File: config.mk
export PLATFORM = sky130hd
export DESIGN_NAME = sig_bank_sequencer
export DESIGN_NICKNAME = d
export VERILOG_FILES = /design/src/rtl/sig_bank_pkg.sv /design/src/rtl/sig_phase_ring.sv /design/src/rtl/sig_bank_sequencer.sv
export SDC_FILE = /design/constraint.sdc
export NUM_CORES = 1
export LEC_CHECK = 0
export ABC_AREA = 1
export CORE_UTILIZATION = 52
export DETAILED_ROUTE_END_ITERATION = 8
export GPL_TIMING_DRIVEN = 1
export PLACE_DENSITY_LB_ADDON = 0.3
export SYNTH_ARGS = -nofsm -noshare
export SYNTH_HDL_FRONTEND = slang
export SYNTH_HIERARCHICAL = 1
export SYNTH_SLANG_ARGS = --single-unit
File: constraint.sdc
create_clock -name clk -period 5.4 [get_ports clk]
set_input_delay 1.08 -clock clk [delete_from_list [all_inputs] [get_ports clk]]
set_output_delay 1.08 -clock clk [all_outputs]
set_load 0.05 [all_outputs]
File: src/rtl/sig_bank_pkg.sv
// rtl/sig_bank_pkg.sv - shared types, sizes and helpers for the signature bank sequencer
package sig_bank_pkg;

    localparam int WIDTH = 10;
    localparam int BANKS = 3;

    localparam logic [BANKS-1:0] PHASE_RST = {{(BANKS-1){1'b0}}, 1'b1};

    typedef enum logic [1:0] {
        IDLE,
        FILL,
        ARMED,
        SCAN
    } state_t;

    // Rotate the low n bits of v left by one, wrapping bit n-1 into bit 0.
    function automatic logic [31:0] rotl1(input logic [31:0] v, input int n);
        logic [31:0] mask;
        mask = (32'd1 << n) - 32'd1;
        return ((v << 1) | (v >> (n - 1))) & mask;
    endfunction

endpackage

File: src/rtl/sig_phase_ring.sv
// rtl/sig_phase_ring.sv - one-hot bank-select ring with clear and advance
module sig_phase_ring import sig_bank_pkg::*; #(
    parameter int N = sig_bank_pkg::BANKS
) (
    input  logic         clk,
    input  logic         rst,
    input  logic         clr,
    input  logic         adv,
    output logic [N-1:0] phase_oh
);

    localparam logic [N-1:0] RST_V = N'(PHASE_RST);

    always_ff @(posedge clk) begin
        if (rst || clr) begin
            phase_oh <= RST_V;
        end else if (adv) begin
            phase_oh <= N'(rotl1(32'(phase_oh), N));
        end
    end

endmodule

File: src/rtl/sig_bank_sequencer.sv
// rtl/sig_bank_sequencer.sv - loads signature banks and key, then scans banks with a compare strobe
module sig_bank_sequencer import sig_bank_pkg::*; #(
    parameter int WIDTH = sig_bank_pkg::WIDTH,
    parameter int BANKS = sig_bank_pkg::BANKS
) (
    input  logic                   clk,
    input  logic                   rst,
    input  logic                   start,
    input  logic                   abort,
    input  logic                   wr_valid,
    output logic                   wr_ready,
    input  logic [WIDTH-1:0]       wr_data,
    input  logic                   key_valid,
    input  logic [WIDTH-1:0]       key_data,
    output logic [BANKS*WIDTH-1:0] bank_q,
    output logic [WIDTH-1:0]       key_q,
    output logic [BANKS-1:0]       phase_oh,
    output logic                   cmp_strobe,
    output logic                   done,
    output logic                   busy
);

    localparam int PW = (BANKS > 1) ? $clog2(BANKS) : 1;
    localparam logic [PW-1:0] LAST = PW'(BANKS - 1);

    state_t        state;
    logic [PW-1:0] ptr;
    logic [PW-1:0] scnt;
    logic          last_scan;
    logic          ring_adv;
    logic          ring_clr;

    assign last_scan = (scnt == LAST);
    assign ring_adv  = (state == SCAN) && !abort && !last_scan;
    assign ring_clr  = abort || ((state == SCAN) && last_scan);

    sig_phase_ring #(.N(BANKS)) u_ring (
        .clk      (clk),
        .rst      (rst),
        .clr      (ring_clr),
        .adv      (ring_adv),
        .phase_oh (phase_oh)
    );

    // Status outputs are assigned alongside each transition so they stay registered.
    always_ff @(posedge clk) begin
        if (rst) begin
            state      <= IDLE;
            ptr        <= '0;
            scnt       <= '0;
            bank_q     <= '0;
            key_q      <= '0;
            cmp_strobe <= 1'b0;
            done       <= 1'b0;
            busy       <= 1'b0;
            wr_ready   <= 1'b0;
        end else begin
            done <= 1'b0;
            if (abort) begin
                state      <= IDLE;
                ptr        <= '0;
                scnt       <= '0;
                cmp_strobe <= 1'b0;
                busy       <= 1'b0;
                wr_ready   <= 1'b0;
            end else begin
                case (state)
                    IDLE: begin
                        if (start) begin
                            state    <= FILL;
                            ptr      <= '0;
                            busy     <= 1'b1;
                            wr_ready <= 1'b1;
                        end
                    end
                    FILL: begin
                        if (wr_valid) begin
                            bank_q[int'(ptr)*WIDTH +: WIDTH] <= wr_data;
                            if (ptr == LAST) begin
                                state    <= ARMED;
                                ptr      <= '0;
                                wr_ready <= 1'b0;
                            end else begin
                                ptr <= ptr + 1'b1;
                            end
                        end
                    end
                    ARMED: begin
                        if (key_valid) begin
                            key_q      <= key_data;
                            state      <= SCAN;
                            scnt       <= '0;
                            cmp_strobe <= 1'b1;
                        end
                    end
                    SCAN: begin
                        if (last_scan) begin
                            state      <= IDLE;
                            scnt       <= '0;
                            cmp_strobe <= 1'b0;
                            done       <= 1'b1;
                            busy       <= 1'b0;
                        end else begin
                            scnt <= scnt + 1'b1;
                        end
                    end
                    default: state <= IDLE;
                endcase
            end
        end
    end

    assert property (@(posedge clk) disable iff (rst) $onehot(phase_oh));

endmodule

# == Word-level counts from Yosys, hierarchy flattened ==
# Index checks and enable logic that the tools add are counted.
# word_totals
inputBits,26
mem_bits_rw,0
mem_count,0
latch_bits,0
romBits,0
out_inout_bits,47
wordCells,73
reg_bits,53
# op_classes
multipliers,1
n_addsub,3
reduce_logical,21
eq_ne,10
n_lt_le_gt_ge,0
shifts,2
n_mux,23
n_bitwise,3
div_mod_pow,0
# op_table
operator,n
$neg 6->33,1
$shift 10x33->30 const A,1
$shiftx 10x33->30,1
$bwmux 30,1
$mux 2,10
$reduce_and 3->1,5
$ne 2x2->1 const B,5
$eq 2x2->1 const B,4
$pmux 2 s2,2
$pmux 2 s4,1
$mux 1,6
$pmux 1 s2,3
$reduce_bool 2->1,3
$mul 2x3->5 const B,1
$reduce_and 5->1,1
$add 2x1->2 const B,2
$reduce_and 4->1,1
$logic_and 1x1->1,3
$or 3x1->3,1
$reduce_or 3->1,1
$eq 2x1->1 const B,1
$logic_not 1->1,2
$logic_not 2->1,1
$logic_or 1x1->1,2
other kinds (3),4

# == Longest topological paths before layout ==
# logic_depth
depth_word,4
mapped_depth,12
ltp_nobuf,10

# == Hierarchy ==
# The synthesis kept the hierarchy.
# modules_own_cells
mod,area_each_um2,seq_area_each_um2,n_inst,cells_per_inst
sig_bank_sequencer,2651.3,1001.0,1,397
sig_phase_ring,125.1,60.1,1,18

# == Worst setup path before layout ==
# OpenSTA, ideal clock, no wires.
# synth_path
path_kind,reg2reg
startpoint,register ptr[0]
endpoint,register bank_q[0]
path_buffers,4
t_arrival_ns,1.776
period_less_slack_ns,1.908
t_required_ns,5.268
setup_slack_ns,3.492
setup_time_ns,0.132
path_stages_with_launch,12
cell_sequence,dfxtp_1 -> buf_2 -> inv_1 -> buf_4 -> ha_1 -> buf_2 -> clkinv_1 -> buf_2 -> a21oi_1 -> nor2_1 -> nand2_1 -> a21oi_1
# synth_via
elab_chain_len,4
word_cells_on_any_way,5
classes_between,1 x add/sub; 1 x mul; 2 x shift; 1 x mux
# synth_rtl
item,line,source
start: declaration,sig_bank_sequencer.sv:27,logic [PW-1:0] ptr;
start signal: assignment,sig_bank_sequencer.sv:84,ptr <= ptr + 1'b1;
$mul 2x3->5 *,sig_bank_sequencer.sv:78,bank_q[int'(ptr)*WIDTH +: WIDTH] <= wr_data;
$neg 6->33 *,sig_bank_sequencer.sv:78,
$shiftx 10x33->30 / $shift 10x33->30 (equally long branches),sig_bank_sequencer.sv:78,
$bwmux 30 *,sig_bank_sequencer.sv:78,
end signal: indexed assignment,sig_bank_sequencer.sv:78,
end: declaration,sig_bank_sequencer.sv:15,"output logic [BANKS*WIDTH-1:0] bank_q,"
# Mark *: on every way between the ends. The rest lies on a longest branch, timed or not.
# A chain may end at the register's enable or synchronous reset.

# == Worst setup path in the final report ==
# layout_path
startpoint,register ptr[0]
endpoint,register bank_q[17]
# The elaborated chain is that of the path after synthesis.

==> impl_metrics.toml <==
[run_status]
outcome = "complete, no violations"

[timing]
final_hold_viol_count = 0
period_share_pct = 56.7
skew_ns = 0.00699
worstMarginPinSlew_ns = 0.583
finalCriticalPeriod_ns = 3.06
setup-tns-final_ns = 0
drv_slew = 0
relSlewSlack_pct = 61.0
max_freq_ghz = 0.327
rsz0062_at_grt = "false"
report.final.setup_viol = 0

[worst_setup_path]
path_class = "flop to flop"
cp.required_ns = 5.58
cp_cell_sequence = "inv_1 > ha_1 > clkinv_1 > nand2_1 > nor2_1 > a22oi_1 > a21oi_1"
crit_arrival_ns = 3.24
cp-end-kind = "flop"
cp_max_fo = 18
crit_path_start_kind = "flop"
cp_slowest_cell = "ha_1"
cpPeakStageDelay_ns = 0.74

[pwr]
power.density_mw_per_mm2 = 223
cellLeakagePower_nw = 1.46
power.total_uw = 813
vdd_drop_max_mv = 0.138

[cts]
root_buffer = "clkbuf_8"
htree_levels = 2
cts_setup_buffers = 0
numCtsBuffers = 5
cts.repair.resized = 0
hold_buffers = 0
clockBufferDepth = 2
clkTransAtPathRegs_ns = 0.10
cts_tree = "built"
clock_latency_ns = 0.31
clock-sinks = 53

[route]
ant_nets = 0
wl_per_cell_um = 13.8
via_per_inst = 5.50
vias = 3033
drt_iter0_markers = 250
drc = 0
routed_wl_um = 7600
dr.pass1.iters = 6

[placed_design]
numPortBuffers = 72
place_inst = 543
hpwl_um = 5610
place.gp.congestion = 1.01
dpl_cell_area_mm2 = 0.00352

[logic_synthesis]
synthesis.area_mm2 = 0.00278
async_flop_share_pct = 0
syn_area_per_cell_um2 = 6.69
yosysSeqAreaShare_pct = 38.2
yosysTopAreaCell = "dfxtp_1"
synth_edf_count = 0
ys_warn_count = 6
synth_top_flop_cell = "dfxtp_1"
synth_fp_nets = 450
syn_inst = 415
synthTopCellsByArea = "dfxtp_1, nand2_1, nand3_1, a21oi_1, nor2_1"
synth_top_area_share_pct = 38.2
ys_ff_latch = 53
netlist-cell-type-count = 30

[run]
max_cap_violations = 0

[worst_hold_path]
min_path_type = "flop to flop"

[finish]
diodes = 0
post_layout_nonfiller_instances = 551
syn_to_final_growth_pct = 31.1
final_cell_area_mm2 = 0.00364
drive_gt1_share_pct = 4.57
fin_nets = 515
postLayoutCoreUtil_pct = 70.8

[floorplan]
die_x_um = 75.1
num_rows = 26
die-height_um = 75.1
core_mm2 = 0.00514
die_area_mm2 = 0.00564
io_pins = 73
start_util_pct = 54.0

[global_route]
grtUsageMet1_pct = 35.2
busiest_layer = "met2"
grt_antenna_before_repair = 0
grt_max_degree = 19
use_met3_pct = 8.30
first_global_vias = 2730
use_met2_pct = 47.0
grt_pass1_wl_um = 12300
grt_usage_pct = 28.7
gr-total-overflow = 0
==> placed cells by master, fill, tap and decap left out, types with 3 or more instances in the layout <==
cell type        instances
nor2_2                   4
clkdlybuf4s50_1         72
clkbuf_8                 6
a21oi_1                 39
o21ai_0                 24
nand4_1                  4
nand2_1                108
inv_1                   30
ha_1                     9
nand3_1                 56
nor2_1                  46
a31oi_1                  3
dfxtp_1                 53
a22oi_1                  4
o21a_1                   3
==> cell usage after synthesis, types with 5 or more instances <==
| cell | count |
|---|---|
| dfxtp_1 | 53 |
| o21ai_0 | 24 |
| a21oi_1 | 39 |
| inv_1 | 30 |
| nand3_1 | 56 |
| clkbuf_1 | 5 |
| nand2_1 | 108 |
| ha_1 | 9 |
| nor2_1 | 46 |
| buf_2 | 6 |
==> metal layers <==
layer  up-vias  part of all wire (%)  routed length (um)
met2       152                    47                3590
met1      1360                    42                3190
met3        24                   8.1                 618
met4         0                   2.7                 206
met5         -                     0                   0
li1       1497                     -                   -
==> power by group <==
part | switching [mW] | leakage [nW] | internal (mW)
Sequential | 0.00536 | 0.428 | 0.398
Combinational | 0.0778 | 0.978 | 0.0460
Clock | 0.135 | 0.0574 | 0.151
Total | 0.218 | 1.46 | 0.595
==> final cells by class <==
cell class,count,area [um^2]
flip-flops and latches,53,1060
multi-input cells,313,1520
fillers,469,1500
repair buffers,73,728
clock buffers,6,82.6
inverters,34,128
well taps,70,87.6
clock inverters,2,37.5
==> registers in the layout, indices dropped and copies added (netlist names) <==
signal and count:
bank_q 30, busy 1, cmp_strobe 1, done 1, key_q 10, ptr 2, scnt 2, state 2
u_ring/phase_oh 3, wr_ready 1
==> through the flow <==
step	setup slack (ns)	hold slack, ns
2_1_floorplan	3.49	0.468
3_3_place_gp	2.46	0.451
3_5_place_dp	2.45	0.455
4_1_cts	2.43	0.469
5_1_grt	2.06	0.483
6_report	2.34	0.467
==> worst paths after layout <==
path / start / depth (start not counted) / to / slack, ns
max: ptr[0] / 7 / bank_q[17] / 2.34
min: bank_q[12] / 2 / bank_q[12] / 0.47
max reg2reg: ptr[0] / 7 / bank_q[17] / 2.34
min reg2reg: bank_q[12] / 2 / bank_q[12] / 0.47
==> worst max-delay path: cells and delay by family (launching register included) <==
family / cells / cell delay (ns)
AOI/OAI and AO/OA: 2 / 0.25
adders and majority gates: 1 / 0.74
buffers and inverters: 2 / 0.90
DFF: 1 / 0.70
and+or+nand+nor: 2 / 0.33
==> logic make-up after synthesis <==
| kind of cell | after synthesis | synth area share, % |
|---|---|---|
| AND/OR/NAND/NOR | 228 | 35.9 |
| AO/OA/AOI/OAI | 76 | 14.6 |
| flip-flops | 53 | 38.2 |
| buffers and inverters | 49 | 7.21 |
| adder cells (fa/ha/maj) | 9 | 4.06 |
(Power assumes the default switching activity.)
